===== src/rtl/i2s_tx_serializer.sv =====
// I2S transmit serializer: holds one stereo pair and shifts it out MSB-first on sd,
// starting one clk after each ws transition (standard I2S one-bit delay).
module i2s_tx_serializer #(
    parameter int unsigned DATA_W = 32
) (
    input  logic              clk,
    input  logic              rst_,
    input  logic              en,
    input  logic              ws,
    input  logic              frame32,
    input  logic [DATA_W-1:0] tx_left,
    input  logic [DATA_W-1:0] tx_right,
    input  logic              tx_valid,
    output logic              tx_ready,
    output logic              sd,
    output logic              underrun,
    output logic              active
);

    localparam int unsigned CNT_W    = 6;
    localparam int unsigned HALF_W   = 16;
    localparam logic [CNT_W-1:0] BITS_32 = CNT_W'(32);
    localparam logic [CNT_W-1:0] BITS_16 = CNT_W'(16);

    typedef enum logic [1:0] {
        IDLE  = 2'd0,
        LEFT  = 2'd1,
        RIGHT = 2'd2
    } state_t;

    state_t             state;
    logic               ws_q;
    logic               hold_full;
    logic [DATA_W-1:0]  hold_l;
    logic [DATA_W-1:0]  hold_r;
    logic [DATA_W-1:0]  r_buf;
    logic [DATA_W-1:0]  shreg;
    logic               len32;
    logic [CNT_W-1:0]   bit_cnt;

    logic               chan_start;
    logic               left_start;
    logic [DATA_W-1:0]  left_word;
    logic [DATA_W-1:0]  left_al;
    logic [DATA_W-1:0]  right_al;
    logic [CNT_W-1:0]   slot_bits;

    // 16-bit words are left-justified so the MSB to send is always the top bit.
    function automatic logic [DATA_W-1:0] align(input logic [DATA_W-1:0] word, input logic is32);
        return is32 ? word : {word[HALF_W-1:0], {(DATA_W-HALF_W){1'b0}}};
    endfunction

    assign chan_start = ws ^ ws_q;
    assign left_start = chan_start & ~ws & en;
    assign left_word  = hold_full ? hold_l : '0;
    assign left_al    = align(left_word, frame32);
    assign right_al   = align(r_buf, len32);
    assign slot_bits  = len32 ? BITS_32 : BITS_16;
    assign tx_ready   = ~hold_full;

    always_ff @(posedge clk or negedge rst_) begin
        if (!rst_) begin
            state     <= IDLE;
            ws_q      <= 1'b0;
            hold_full <= 1'b0;
            hold_l    <= '0;
            hold_r    <= '0;
            r_buf     <= '0;
            shreg     <= '0;
            len32     <= 1'b0;
            bit_cnt   <= '0;
            sd        <= 1'b0;
            underrun  <= 1'b0;
            active    <= 1'b0;
        end else begin
            ws_q     <= ws;
            underrun <= 1'b0;

            // A pair offered on a left-start edge lands in the holding register for the next frame.
            if (left_start && hold_full) begin
                hold_full <= 1'b0;
            end else if (tx_valid && !hold_full) begin
                hold_full <= 1'b1;
                hold_l    <= tx_left;
                hold_r    <= tx_right;
            end

            if (!en) begin
                state  <= IDLE;
                active <= 1'b0;
                sd     <= 1'b0;
            end else if (left_start) begin
                state    <= LEFT;
                active   <= 1'b1;
                len32    <= frame32;
                r_buf    <= hold_full ? hold_r : '0;
                shreg    <= {left_al[DATA_W-2:0], 1'b0};
                sd       <= left_al[DATA_W-1];
                bit_cnt  <= CNT_W'(1);
                underrun <= ~hold_full;
            end else begin
                case (state)
                    IDLE: sd <= 1'b0;
                    LEFT, RIGHT: begin
                        if (chan_start && ws && (state == LEFT)) begin
                            state   <= RIGHT;
                            shreg   <= {right_al[DATA_W-2:0], 1'b0};
                            sd      <= right_al[DATA_W-1];
                            bit_cnt <= CNT_W'(1);
                        end else begin
                            if (bit_cnt < slot_bits) begin
                                sd    <= shreg[DATA_W-1];
                                shreg <= {shreg[DATA_W-2:0], 1'b0};
                            end else begin
                                sd <= 1'b0;
                            end
                            if (bit_cnt != BITS_32) bit_cnt <= bit_cnt + CNT_W'(1);
                        end
                    end
                    default: begin
                        state  <= IDLE;
                        active <= 1'b0;
                        sd     <= 1'b0;
                    end
                endcase
            end
        end
    end

endmodule

===== config.mk =====
export PLATFORM = sky130hd
export DESIGN_NAME = i2s_tx_serializer
export DESIGN_NICKNAME = d
export VERILOG_FILES = /design/src/rtl/i2s_tx_serializer.sv
export SDC_FILE = /design/constraint.sdc
export NUM_CORES = 1
export LEC_CHECK = 0
export BUFFER_PORTS_ARGS = -buffer_cell sky130_fd_sc_hd__buf_2
export CORE_MARGIN = 4
export CORE_UTILIZATION = 35
export DETAILED_ROUTE_END_ITERATION = 6
export MAX_ROUTING_LAYER = met4
export PLACE_DENSITY = 0.54
export SLEW_MARGIN = 20
export SYNTH_ARGS = -nofsm -noshare
export SYNTH_HDL_FRONTEND = slang
export SYNTH_SLANG_ARGS = --single-unit

===== constraint.sdc =====
create_clock -name clk -period 2.91 [get_ports clk]
set_input_delay 0.1455 -clock clk [delete_from_list [all_inputs] [get_ports clk]]
set_output_delay 0.1455 -clock clk [all_outputs]
set_load 0.02 [all_outputs]

Yosys cells after proc, flatten, opt, wreduce, memory -nomap -nowiden
Index checks and enable logic that the tools add are counted.
Widths: inputs -> output; s select.
Storage, ports and cells
  register bits after elaboration: 142
  ROM bits: 0
  memory bits (writable): 0
  output and inout bits: 4
  logic and storage cells: 72
  memories: 0
  latch bits: 0
  input bits: 70
Operators by class
  bitwise gates (word level): 6
  shift-type cells: 0
  eq/ne operators: 6
  reductions and logical operators: 17
  div/mod/pow operators: 0
  $add $sub $neg: 1
  magnitude comparators: 1
  muxes and demuxes: 29
  multiply operators: 0
Operators with widths (count)
  $mux 32: 8
  $mux 6: 5
  $mux 1: 12
  $add 6x1->6 const B: 1
  $lt 6x6->1: 1
  $mux 2: 3
  $ne 6x6->1 const B: 1
  $reduce_and 2->1: 3
  $reduce_and 3->1: 2
  $reduce_bool 3->1: 2
  $logic_and 1x1->1: 4
  $ne 4x4->1 const B: 1
  $pmux 2 s2: 1
  $reduce_bool 2->1: 2
  $ne 3x2->1 const B: 1
  $ne 3x3->1 const B: 1
  $not 1->1: 3
  $reduce_or 3->1: 1
  $and 1x1->1: 2
  $eq 2x1->1 const B: 1
  $eq 2x2->1 const B: 1
  $logic_not 2->1: 1
  $reduce_or 2->1: 1
  $logic_not 1->1: 1
  $xor 1x1->1: 1

Depth between registers and ports, before layout
Gate-level depths: netlist of run 1.
  depth after elaboration: 7
  gate-level depth with buffers: 10
  mapped depth without buffers: 6

Least setup slack after synthesis of run 1
OpenSTA, ideal clock, no wires.
  path kind: register to register
  start: register len32
  end: register shreg[27]
  data required time: 2789 ps
  buffers on the path: 4
  period minus slack after synthesis: 2035 ps
  cell stages (with the launch flop): 11
  setup slack: 875 ps
  setup time: 121 ps
  arrival: 1914 ps
  cell sequence: dfrtp_1 -> buf_2 -> buf_1 -> inv_1 -> ha_1 -> o21a_1 -> o211ai_2 -> and2_1 -> buf_2 -> buf_6 -> o22a_1
Between the ends
  cells in the longest elaborated chain, start to end: 4
  elaborated cells on any way between the ends: 8
  those cells by class: 1 x order compare; 5 x mux; 2 x reduce/logical
RTL lines
  start, declared: line 38  | logic len32;
  start signal, assigned: line 95  | len32 <= frame32;
  $mux 6 or $mux 32 (tied branches): line 58, 50
  $lt 6x6->1 or $mux 32 (tied branches): line 111, 105
  $reduce_bool 3->1 (no line) or $mux 32 (tied branches)
  $reduce_and 3->1 (no line) or $mux 32 (tied branches)
  end signal, assigned: line 97  | shreg <= {left_al[DATA_W-2:0], 1'b0};
  end signal, assigned: line 107  | shreg <= {right_al[DATA_W-2:0], 1'b0};
  end signal, assigned: line 113  | shreg <= {shreg[DATA_W-2:0], 1'b0};
  end, declared: line 37  | logic [DATA_W-1:0] shreg;
Several ways; a longest one is shown, not always the timed one. The select of a mux whose other input is x is not followed.
A chain may end at the register's enable or synchronous reset.

Worst setup path in the final report of run 1
  start: register len32
  end: register shreg[22]
The elaborated chain is that of the path after synthesis.

==> results of run 1 <==
layer usage:
metal  global-route usage, %  vias to the layer above  part of all wire, %
met1                    19.9                     2509                   43
met5                       -                        -                    0
met4                    5.60                        0                  1.5
met2                    28.5                       75                   53
met3                    3.91                       16                  2.6
li1                        -                     2383                    -
worst max-delay path: stages, from the launching register on:
cell                       delay, ps
sky130_fd_sc_hd__dfrtp_1         350
sky130_fd_sc_hd__buf_4           230
sky130_fd_sc_hd__inv_1            80
sky130_fd_sc_hd__ha_1            290
sky130_fd_sc_hd__o21a_1          130
sky130_fd_sc_hd__o211ai_2        250
sky130_fd_sc_hd__buf_4           290
sky130_fd_sc_hd__o211ai_1        130
sky130_fd_sc_hd__o22a_1          180
timing repair:
| action | in CTS | in global routing |
|---|---|---|
| resized for setup | 0 | 0 |
| endpoints found under the hold margin | 143 | 0 |
| hold buffers | 66 | 0 |
cell families after synthesis:
| family | Yosys count |
|---|---|
| AND/OR/NAND/NOR | 182 |
| flip-flops | 141 |
| AO/OA/AOI/OAI | 115 |
| multiplexers | 97 |
| buffers and inverters | 57 |
| adder cells (fa/ha/maj) | 6 |
worst max path at each step:
stage | start | to
6_report | len32 | shreg[22]
3_3_place_gp | len32 | shreg[23]
5_1_grt | len32 | shreg[22]
3_5_place_dp | len32 | shreg[22]
4_1_cts | len32 | shreg[22]
2_1_floorplan | len32 | shreg[27]
cell usage in the layout, fill, tap and decap left out, types with 8 or more instances in the layout:
| master | count |
|---|---|
| sky130_fd_sc_hd__nand3_1 | 49 |
| sky130_fd_sc_hd__o211ai_1 | 14 |
| sky130_fd_sc_hd__a31oi_1 | 17 |
| sky130_fd_sc_hd__a21oi_1 | 19 |
| sky130_fd_sc_hd__o22a_1 | 14 |
| sky130_fd_sc_hd__nor2_1 | 18 |
| sky130_fd_sc_hd__a21o_1 | 13 |
| sky130_fd_sc_hd__nand2_1 | 95 |
| sky130_fd_sc_hd__o21ai_0 | 9 |
| sky130_fd_sc_hd__buf_2 | 72 |
| sky130_fd_sc_hd__clkbuf_16 | 17 |
| sky130_fd_sc_hd__dlygate4sd3_1 | 66 |
| sky130_fd_sc_hd__dfrtp_1 | 141 |
| sky130_fd_sc_hd__buf_4 | 21 |
| sky130_fd_sc_hd__inv_1 | 8 |
| sky130_fd_sc_hd__mux2i_1 | 32 |
| sky130_fd_sc_hd__a211oi_1 | 14 |
| sky130_fd_sc_hd__mux2_2 | 65 |
report_power, final:
part           switching (mW)  internal, mW  total [mW]
Clock                   0.826          1.45        2.27
Sequential              0.614          2.85        3.46
Combinational           0.912          1.07        1.99
state kept, by name, summed over array words and instances (netlist names):
signal,flops
shreg,31
bit_cnt,6
hold_full,1
ws_q,1
state,2
sd,1
hold_r,32
underrun,1
r_buf,32
hold_l,32
active,1
len32,1
cell type report:
| cell class | count | area, sq um |
|---|---|---|
| sequential | 141 | 3530 |
| multi-input combinational | 400 | 2760 |
| clock inverter | 10 | 166 |
| timing repair buffer | 161 | 1210 |
| tap | 229 | 287 |
| clock buffer | 20 | 447 |
| inverter | 8 | 30.0 |
| fill | 1679 | 9790 |
==> Flow_metrics.wiki, run 1 <==
{| class="wikitable"
! Metric !! Value
|-
| Outcome || finished, final reports clean
|-
| Static leakage || 3.83 nW
|-
| Overall routing resource usage || 16.9%
|-
| CORE AREA || 0.0182 sq mm
|-
| Worst setup slack after placement || 890 ps
|-
| Clk sinks || 141
|-
| Remaining global-route overflow || 0
|-
| Post-CTS setup-driven buffer insertion count || 0
|-
| Fin cells || 969
|-
| Worst slack on hold paths || 27.1 ps
|-
| Final HPWL DP || 11.1 mm
|-
| P per Cell Area || 916 mW/mm^2
|-
| Slew Limit Headroom || 48.3%
|-
| Die Footprint || 0.0210 sq mm
|-
| Worst Setup End Kind || flip-flop
|-
| TritonCTS clock tree || built
|-
| Area added between synthesis and finish || 28.6%
|-
| Routed via count || 4983
|-
| Initial standard-cell utilization of the core || 36.0%
|-
| Share of synthesized cell area in full adder, half adder and majority cells || 1.15%
|-
| Area share of and/or/nand/nor cells after synthesis || 12.3%
|-
| Antenna violations before repair || 0
|-
| Clock Latency Late Sink || 420 ps
|-
| Root Driver || sky130_fd_sc_hd__clkbuf_16
|-
| Warning count from the yosys run || 0
|-
| DR WL/cell || 16.7 microns
|-
| Launch instance of the worst min-delay path || en
|-
| Xor and xnor area share after synthesis || 0%
|-
| Hold WC Path Type || in2reg
|-
| Portion of netlist area occupied by mux cells || 16.1%
|-
| Post-synth ARST share || 100%
|-
| CP Class || reg2reg
|-
| Final setup slack of the worst path || 871 ps
|-
| List of most frequent post-synthesis cells || sky130_fd_sc_hd__dfrtp_1, sky130_fd_sc_hd__nand2_1, sky130_fd_sc_hd__mux2_2
|-
| Worst vdd rail ir drop || 434 uV
|-
| Main combinational cell family by area after synthesis || multiplexers
|-
| Number of port buffers || 73
|-
| Post-Route Setup TNS || 0 ps
|-
| Slew Limit Fails || 0
|-
| Detailed-route DRC error count || 0
|-
| Antenna-violating nets left || 0
|-
| Main flop type after synthesis || sky130_fd_sc_hd__dfrtp_1
|-
| Slew at the pin closest to its max-slew limit || 775 ps
|-
| Kind of launch point of the worst setup path || flip-flop
|-
| Setup violations, final || 0
|-
| Syn Area/Cell || 11.0 sq um
|-
| Horizontal die dimension || 145 microns
|-
| Reported max-cap violation count || 0
|-
| Worst setup skew after layout || 8.47 ps
|-
| Worst reg2reg startpoint || len32
|-
| Crit path time final || 2040 ps
|-
| Yosys top cell by area || sky130_fd_sc_hd__dfrtp_1
|-
| Cells on worst reg2reg path || 8
|-
| WP data arrival || 2340 ps
|-
| Via count of the first global-routing pass || 5229
|-
| Portion of the clock cycle consumed by the worst path in the final layout || 70.1%
|-
| Number of synthesized flops with an enable pin || 0
|-
| # rows || 49
|-
| Final-stage net count || 805
|-
| Cell count after placement || 873
|-
| Destination of the worst register-to-register timing path || shreg[22]
|-
| Overall routed net length || 16.2 mm
|-
| CTS H-tree depth || 4
|-
| Number of flip-flops and latches in the synthesized netlist || 141
|-
| Hold path depth || 2
|-
| Maximum number of buffers from clock root to sink || 2
|-
| Detailed Route Iter0 Violations || 283
|-
| Required time of the worst setup path || 3210 ps
|-
| Worst-path fanout max || 17
|-
| Final Cell Area || 0.00842 sq mm
|-
| Hold Path End || state[1]
|-
| Most area-consuming cells after synthesis || sky130_fd_sc_hd__dfrtp_1, sky130_fd_sc_hd__mux2_2, sky130_fd_sc_hd__nand2_1
|-
| Number of unique standard cell types used by synthesis || 42
|-
| Post-route total power || 7.72 mW
|-
| 1st-pass router iterations || 4
|-
| Most instantiated library cell after synthesis || sky130_fd_sc_hd__dfrtp_1
|-
| Total CTS buffers || 17
|-
| Maximum number of pins on one net before global-route repair || 82
|-
| Unrepaired setup endpoints after global routing || no
|-
| Die height || 145 microns
|-
| Via count normalized by instance count || 5.14
|-
| Setup slack of the most critical reg-to-reg path || 870 ps
|-
| Final RePlAce weighted congestion || 0.885
|-
| Post-synth net total || 674
|-
| Final hold violation count || 0
|-
| I/O pin count || 74
|-
| Fraction of synthesized cell area taken by the top area cell type || 53.9%
|-
| Placed inst area || 0.00715 sq mm
|-
| Fraction of the core area covered by cells at the end of the flow || 46.3%
|-
| Wire length of the first global-routing pass || 26.6 mm
|-
| Register area share after synthesis || 53.9%
|-
| Antenna diodes || 0
|-
| Cells after synthesis || 598
|-
| Timing-limited maximum frequency || 0.491 GHz
|-
| Compound-gate portion of the synthesized area || 12.4%
|-
| Combined area of all synthesized cells || 0.00655 sq mm
|-
| Fraction of final layout cells with drive strength greater than 1 || 26.5%
|-
| Clock Pin Slew Worst Setup and Hold Paths || 60 ps
|}
Power figures use the tool's default switching activity.
==> run 2: changes to the inputs <==
- PLACE_DENSITY: 0.54 -> 0.56
- clock period: 2.91 -> 1.65 ns (I/O delays scaled with it)
==> run 2 against run 1 <==
- routed wire length is 2.3% higher
- critical path type unchanged
- highest routed layer unchanged
- total power up 77%
- design area grew 7.2%
- maximum frequency up 19%
- sequential share of layout area is 2.8 points lower
- the flow now finishes with violations (setup timing)
- combinational power increased by 94%
- worst setup slack got worse by 940 ps
- cell count is 3.3% higher
- sequential power is 76% higher
==> Flow_metrics.wiki, run 2 (synthesized netlist as in run 1, its figures left out) <==
{| class="wikitable"
! Metric !! Value
|-
| Clock Latency Late Sink || 420 ps (about the same)
|-
| Worst vdd rail ir drop || 931 uV (was 434 uV)
|-
| Global-route met1 utilization || 19.6% (was 19.9%)
|-
| Outcome || complete, but fails checks (was finished, final reports clean)
|-
| Kind of launch point of the worst setup path || flip-flop (unchanged)
|-
| Antenna-violating nets left || 0 (unchanged)
|-
| Worst setup slack after placement || -99.3 ps (was 890 ps)
|-
| CORE AREA || 0.0182 sq mm (unchanged)
|-
| # rows || 49 (unchanged)
|-
| Die height || 145 microns (unchanged)
|-
| Static leakage || 4.04 nW (was 3.83 nW)
|-
| Worst slack on hold paths || 74.1 ps (was 27.1 ps)
|-
| Total net switching power || 4.32 mW (was 2.35 mW)
|-
| Final RePlAce weighted congestion || 0.887 (was 0.885)
|-
| Root Driver || sky130_fd_sc_hd__clkbuf_16 (unchanged)
|-
| Routed via count || 5132 (was 4983)
|-
| Overall routed net length || 16.6 mm (was 16.2 mm)
|-
| Setup slack of the most critical reg-to-reg path || -70 ps (was 870 ps)
|-
| Global routing usage on met3 || 2.86% (was 3.91%)
|-
| Clk sinks || 141 (unchanged)
|-
| Remaining global-route overflow || 0 (unchanged)
|-
| Area added between synthesis and finish || 37.9% (was 28.6%)
|-
| Required time of the worst setup path || 1960 ps (was 3210 ps)
|-
| Cells on worst reg2reg path || 6 (was 8)
|-
| Via count of the first global-routing pass || 5422 (was 5229)
|-
| Crit path time final || 1720 ps (was 2040 ps)
|-
| Reported max-cap violation count || 0 (unchanged)
|-
| TritonCTS clock tree || built (unchanged)
|-
| Wire length of the first global-routing pass || 26.8 mm (was 26.6 mm)
|-
| Destination of the worst register-to-register timing path || shreg[29] (was shreg[22])
|-
| GR Util met2 || 28.7% (was 28.5%)
|-
| Fraction of final layout cells with drive strength greater than 1 || 33.9% (was 26.5%)
|-
| Slew Limit Fails || 0 (unchanged)
|-
| Horizontal die dimension || 145 microns (unchanged)
|-
| Final-stage net count || 835 (was 805)
|-
| Timing-limited maximum frequency || 0.581 GHz (was 0.491 GHz)
|-
| Slew at the pin closest to its max-slew limit || 304 ps (was 775 ps)
|-
| Commonest cells after routing, fill and taps aside || sky130_fd_sc_hd__dfrtp_1, sky130_fd_sc_hd__nand2_1, sky130_fd_sc_hd__buf_2 (unchanged)
|-
| Crit path to || shreg[29] (was shreg[22])
|-
| Worst setup skew after layout || 8.01 ps (was 8.47 ps)
|-
| Final Cell Area || 0.00903 sq mm (was 0.00842 sq mm)
|-
| Worst-path fanout max || 8 (was 17)
|-
| Total CTS buffers || 17 (unchanged)
|-
| Antenna violations before repair || 0 (unchanged)
|-
| Violations in the final reports || setup timing
|-
| Int Pwr || 9.36 mW (was 5.37 mW)
|-
| Largest registers in the final layout || hold_l: 32 flops, hold_r: 32 flops, r_buf: 32 flops (unchanged)
|-
| Commonest non-fill, non-tap cell in the layout || sky130_fd_sc_hd__dfrtp_1 (unchanged)
|-
| Maximum number of pins on one net before global-route repair || 61 (was 82)
|-
| Crit. Startpoint || state[0] (was len32)
|-
| Worst reg2reg startpoint || state[0] (was len32)
|-
| Setup violations, final || 30 (was 0)
|-
| Final hold violation count || 0 (unchanged)
|-
| Overall routing resource usage || 16.8% (was 16.9%)
|-
| Hold WC Path Type || in2reg (unchanged)
|-
| Proportion of power drawn by flip-flops and latches || 44.6% (was 44.8%)
|-
| Antenna diodes || 0 (unchanged)
|-
| CTS H-tree depth || 4 (unchanged)
|-
| Most Used Layer, Global Route || met2 (unchanged)
|-
| P per Cell Area || 1510 mW/mm^2 (was 916 mW/mm^2)
|-
| DR WL/cell || 16.6 microns (was 16.7 microns)
|-
| Logic pwr share || 28.2% (was 25.7%)
|-
| Unrepaired setup endpoints after global routing || yes (was no)
|-
| Final HPWL DP || 11.3 mm (was 11.1 mm)
|-
| 1st-pass router iterations || 4 (unchanged)
|-
| Initial standard-cell utilization of the core || 36.0% (unchanged)
|-
| CP Class || reg2reg (unchanged)
|-
| Switching part of the total power || 31.6% (was 30.5%)
|-
| Maximum number of buffers from clock root to sink || 2 (unchanged)
|-
| WP data arrival || 2030 ps (was 2340 ps)
|-
| Detailed Route Iter0 Violations || 288 (was 283)
|-
| Fraction of the core area covered by cells at the end of the flow || 49.6% (was 46.3%)
|-
| Die Footprint || 0.0210 sq mm (unchanged)
|-
| Post-route total power || 13.7 mW (was 7.72 mW)
|-
| Worst Setup End Kind || flip-flop (unchanged)
|-
| I/O pin count || 74 (unchanged)
|-
| Via count normalized by instance count || 5.13 (was 5.14)
|-
| Clock Pin Slew Worst Setup and Hold Paths || 60 ps (about the same)
|-
| Detailed-route DRC error count || 0 (unchanged)
|-
| Portion of the clock cycle consumed by the worst path in the final layout || 104% (was 70.1%)
|-
| Hold path depth || 3 (was 2)
|-
| Slew Limit Headroom || 79.2% (was 48.3%)
|-
| Number of port buffers || 73 (unchanged)
|-
| Power share of the clock group || 27.2% (was 29.5%)
|-
| Final setup slack of the worst path || -69.9 ps (was 871 ps)
|-
| Placed inst area || 0.00738 sq mm (was 0.00715 sq mm)
|}
==> run 2: cell count changes in the layout (fill, tap and decap cells not counted), moves of 6 or more <==
cell / before / now
sky130_fd_sc_hd__buf_4: 21 / 30
sky130_fd_sc_hd__nand3_1: 49 / 40
sky130_fd_sc_hd__buf_12: 1 / 9
sky130_fd_sc_hd__nand3_2: 0 / 7
sky130_fd_sc_hd__a211oi_1: 14 / 8
sky130_fd_sc_hd__a211oi_2: 0 / 6
==> run 2: layout make-up <==
type	instances	area, sq um
sequential	141	3530
multi-input combinational	400	2970
tap	229	287
clock inverter	14	145
timing repair buffer	191	1640
inverter	8	32.5
fill	1630	9180
clock buffer	18	429
==> run 2: worst min-delay path by stage <==
| stage | start | endpoint | slack [ps] |
|---|---|---|---|
| 2_1_floorplan | rst_ | active | -210 |
| 4_1_cts | frame32 | len32 | 40 |
| 5_1_grt | frame32 | len32 | 100 |
| 3_3_place_gp | rst_ | hold_r[12] | -2 |
| 3_5_place_dp | rst_ | hold_r[12] | -5 |
| 6_report | frame32 | len32 | 70 |
==> run 2: repair_timing <==
action | 4_1_cts | 5_1_grt
hold buffers | 67 | 0
gates resized for setup | 14 | 39
setup endpoints to repair | 29 | 36
endpoints found under the hold margin | 209 | 0
pin swaps | 5 | 29
buffers inserted | 1 | 5
cloned | 1 | 5
==> run 2: layer usage <==
| metal | routed length [microns] | share of wire [%] |
|---|---|---|
| met3 | 434 | 2.6 |
| met1 | 6960 | 42 |
| met5 | 0 | 0 |
| met2 | 8860 | 53 |
| met4 | 331 | 2.0 |
==> run 2: power groups by stage <==
stage	Clock, mW	Sequential [mW]	Combinational, mW
finish	3.72	6.10	3.86
global route	3.94	6.30	4.30
CTS	3.81	6.09	3.70
detailed placement	0	6.14	3.53
global placement	0	6.09	3.44
floorplan	0	5.73	2.73
==> run 2: metrics by stage <==
stage               instances  setup TNS [ps]
floorplan                 598           -2580
detailed placement        890            -757
global placement          890           -51.5
global route             1001           -3050
finish                   1001            -984
CTS                       991            -162
==> run 2: critical path: stages (launching register included) <==
cell,delay (ps)
sky130_fd_sc_hd__dfrtp_1,440
sky130_fd_sc_hd__ha_4,190
sky130_fd_sc_hd__nand3b_1,250
sky130_fd_sc_hd__o211ai_4,160
sky130_fd_sc_hd__and2_4,200
sky130_fd_sc_hd__clkbuf_16,170
sky130_fd_sc_hd__o22a_1,200
==> run 3: changes to the inputs <==
- PLACE_DENSITY: 0.56 -> 0.54
- clock period: 1.65 -> 2 ns (I/O delays scaled with it)
==> run 3 against run 2 <==
- the flow now finishes without violations
- worst setup slack better by 200 ps
- register-to-register slack improved by 200 ps
- die area unchanged
==> Flow_metrics.wiki, run 3 (synthesized netlist as in run 1, its figures left out) <==
{| class="wikitable"
! Metric !! Value
|-
| Antenna diodes || 0 (unchanged)
|-
| Area added between synthesis and finish || 29.3% (was 37.9%)
|-
| Total CTS buffers || 17 (unchanged)
|-
| Maximum number of pins on one net before global-route repair || 57 (was 61)
|-
| Maximum number of buffers from clock root to sink || 2 (unchanged)
|-
| Die height || 145 microns (unchanged)
|-
| Worst slack on hold paths || 209 ps (was 74.1 ps)
|-
| # rows || 49 (unchanged)
|-
| Met1 routed wirelength after detailed routing || 7.04 mm (was 6.96 mm)
|-
| Logic pwr share || 26.4% (was 28.2%)
|-
| Post-Route Setup TNS || 0 ps (was -984 ps)
|-
| Horizontal die dimension || 145 microns (unchanged)
|-
| Clock Latency Late Sink || 430 ps (was 420 ps)
|-
| Unrepaired setup endpoints after global routing || no (was yes)
|-
| Detailed-route DRC error count || 0 (unchanged)
|-
| Commonest non-fill, non-tap cell in the layout || sky130_fd_sc_hd__dfrtp_1 (unchanged)
|-
| WP buf/inv || 2 (was 1)
|-
| Power share of the clock group || 28.2% (was 27.2%)
|-
| CTS H-tree depth || 4 (unchanged)
|-
| Kind of launch point of the worst setup path || flip-flop (unchanged)
|-
| Antenna-violating nets left || 0 (unchanged)
|-
| Largest registers in the final layout || hold_l: 32 flops, hold_r: 32 flops, r_buf: 32 flops (unchanged)
|-
| Commonest cells after routing, fill and taps aside || sky130_fd_sc_hd__dfrtp_1, sky130_fd_sc_hd__nand2_1, sky130_fd_sc_hd__buf_2 (unchanged)
|-
| CP delay by family, top || compound AO/OA/AOI/OAI gates (was simple AND/OR/NAND/NOR gates)
|-
| Reported max-cap violation count || 0 (unchanged)
|-
| Antenna violations before repair || 0 (unchanged)
|-
| Clock Pin Slew Worst Setup and Hold Paths || 60 ps (about the same)
|-
| Fraction of final layout cells with drive strength greater than 1 || 27.1% (was 33.9%)
|-
| Total net switching power || 3.52 mW (was 4.32 mW)
|-
| Required time of the worst setup path || 2310 ps (was 1960 ps)
|-
| Portion of the clock cycle consumed by the worst path in the final layout || 93.7% (was 104%)
|-
| Fraction of the core area covered by cells at the end of the flow || 46.5% (was 49.6%)
|-
| Cell Chain, Critical Path || inv_1, ha_1, o21a_1, buf_4, o211ai_1, o22a_1 (was ha_4, nand3b_1, o211ai_4, and2_4, clkbuf_16, o22a_1)
|-
| Worst vdd rail ir drop || 667 uV (was 931 uV)
|-
| CP Class || reg2reg (unchanged)
|-
| Number of port buffers || 73 (unchanged)
|-
| Final-stage net count || 809 (was 835)
|-
| Wire length of the first global-routing pass || 26.4 mm (was 26.8 mm)
|-
| Switching part of the total power || 31.7% (was 31.6%)
|-
| Clk sinks || 141 (unchanged)
|-
| Detailed Route Iter0 Violations || 263 (was 288)
|-
| Static leakage || 3.85 nW (was 4.04 nW)
|-
| Via count of the first global-routing pass || 5135 (was 5422)
|-
| Worst Setup End Kind || flip-flop (unchanged)
|-
| Int Pwr || 7.60 mW (was 9.36 mW)
|-
| Worst-path fanout max || 21 (was 8)
|-
| Post-cts repair resize count || 0 (was 14)
|-
| Slew Limit Fails || 0 (unchanged)
|-
| Initial standard-cell utilization of the core || 36.0% (unchanged)
|-
| Proportion of power drawn by flip-flops and latches || 45.4% (was 44.6%)
|-
| Highest metal layer with signal wires || met4 (unchanged)
|-
| Via count normalized by instance count || 5.09 (was 5.13)
|-
| DR WL/cell || 16.5 microns (was 16.6 microns)
|-
| Remaining global-route overflow || 0 (unchanged)
|-
| Routed via count || 4958 (was 5132)
|-
| Root Driver || sky130_fd_sc_hd__clkbuf_16 (unchanged)
|-
| Outcome || finished, final reports clean (was complete, but fails checks)
|-
| I/O pin count || 74 (unchanged)
|-
| Setup violations, final || 0 (was 30)
|-
| 1st-pass router iterations || 4 (unchanged)
|-
| Slew at the pin closest to its max-slew limit || 558 ps (was 304 ps)
|-
| Routed length on met3 || 454 microns (was 434 microns)
|-
| Overall routing resource usage || 16.7% (was 16.8%)
|-
| Fin cells || 975 (was 1001)
|-
| Timing-limited maximum frequency || 0.533 GHz (was 0.581 GHz)
|-
| Slew Limit Headroom || 62.4% (was 79.2%)
|-
| Overall routed net length || 16.1 mm (was 16.6 mm)
|-
| Slowest CP cell || sky130_fd_sc_hd__dfrtp_1 (unchanged)
|-
| Die Footprint || 0.0210 sq mm (unchanged)
|-
| Max incr delay on CP || 390 ps (was 440 ps)
|-
| WP data arrival || 2190 ps (was 2030 ps)
|-
| Crit path time final || 1870 ps (was 1720 ps)
|-
| Final hold violation count || 0 (unchanged)
|-
| P per Cell Area || 1310 mW/mm^2 (was 1510 mW/mm^2)
|-
| Final RePlAce weighted congestion || 0.854 (was 0.887)
|-
| Cell count after placement || 876 (was 890)
|-
| WL met2 || 8.35 mm (was 8.86 mm)
|-
| Final HPWL DP || 11.3 mm (about the same)
|-
| TritonCTS clock tree || built (unchanged)
|-
| Hold WC Path Type || in2async (was in2reg)
|-
| CORE AREA || 0.0182 sq mm (unchanged)
|-
| Worst setup skew after layout || 11.4 ps (was 8.01 ps)
|}
## run 3: changes by cell type in the layout (fill, tap and decap cells not counted), sizes merged
cell	delta
clkbuf	-4
inv	+2
clkinvlp	-1
buf	-22
clkinv	-1
## run 3: power groups by stage
stage / logic [mW] / clock network [mW] / registers [mW]
2_1_floorplan: 2.22 / 0 / 4.72
3_3_place_gp: 2.77 / 0 / 5.08
3_5_place_dp: 2.88 / 0 / 5.12
4_1_cts: 2.99 / 3.19 / 5.07
5_1_grt: 3.29 / 3.32 / 5.21
6_report: 2.93 / 3.14 / 5.05
## run 3: final cells by class
cell class | instances | area [sq um]
multi-input combinational | 400 | 2760
clock inverter | 14 | 160
clock buffer | 18 | 429
fill | 1666 | 9740
sequential | 141 | 3530
timing repair buffer | 165 | 1280
tap | 229 | 287
inverter | 8 | 30.0
## run 3: through the flow
stage | setup WS [ps] | power [mW] | area, sq um
final | 125 | 11.1 | 8470
after global routing | 23.9 | 11.8 | 8470
after CTS | 148 | 11.3 | 8470
after detailed placement | 165 | 8.00 | 7210
after global placement | 224 | 7.85 | 7210
after floorplan | 81.8 | 6.95 | 6550
## run 3: repair_timing
| item | in CTS | in global routing |
|---|---|---|
| hold buffers | 67 | 0 |
| hold endpoints to repair | 120 | 0 |
| endpoints found under the setup margin | 0 | 0 |
| buffers inserted | 0 | 0 |
## run 3: path summary, 6_finish.rpt
check                              to      start  slack (ps)  depth (start not counted)
setup / recovery            shreg[22]   state[0]         130                          6
hold / removal             hold_r[27]       rst_         210                          2
setup reg to reg            shreg[22]   state[0]         130                          6
hold reg to reg             r_buf[22]  r_buf[22]         470                          2
max in group asynchronous    shreg[1]       rst_        1090                          3
min in group clk                len32    frame32         270                          4
## run 3: per-layer routing
metal	vias to the layer above	track usage, %
met5	-	-
met2	74	27.5
met3	20	3.45
met1	2462	20.5
li1	2402	-
met4	0	5.60
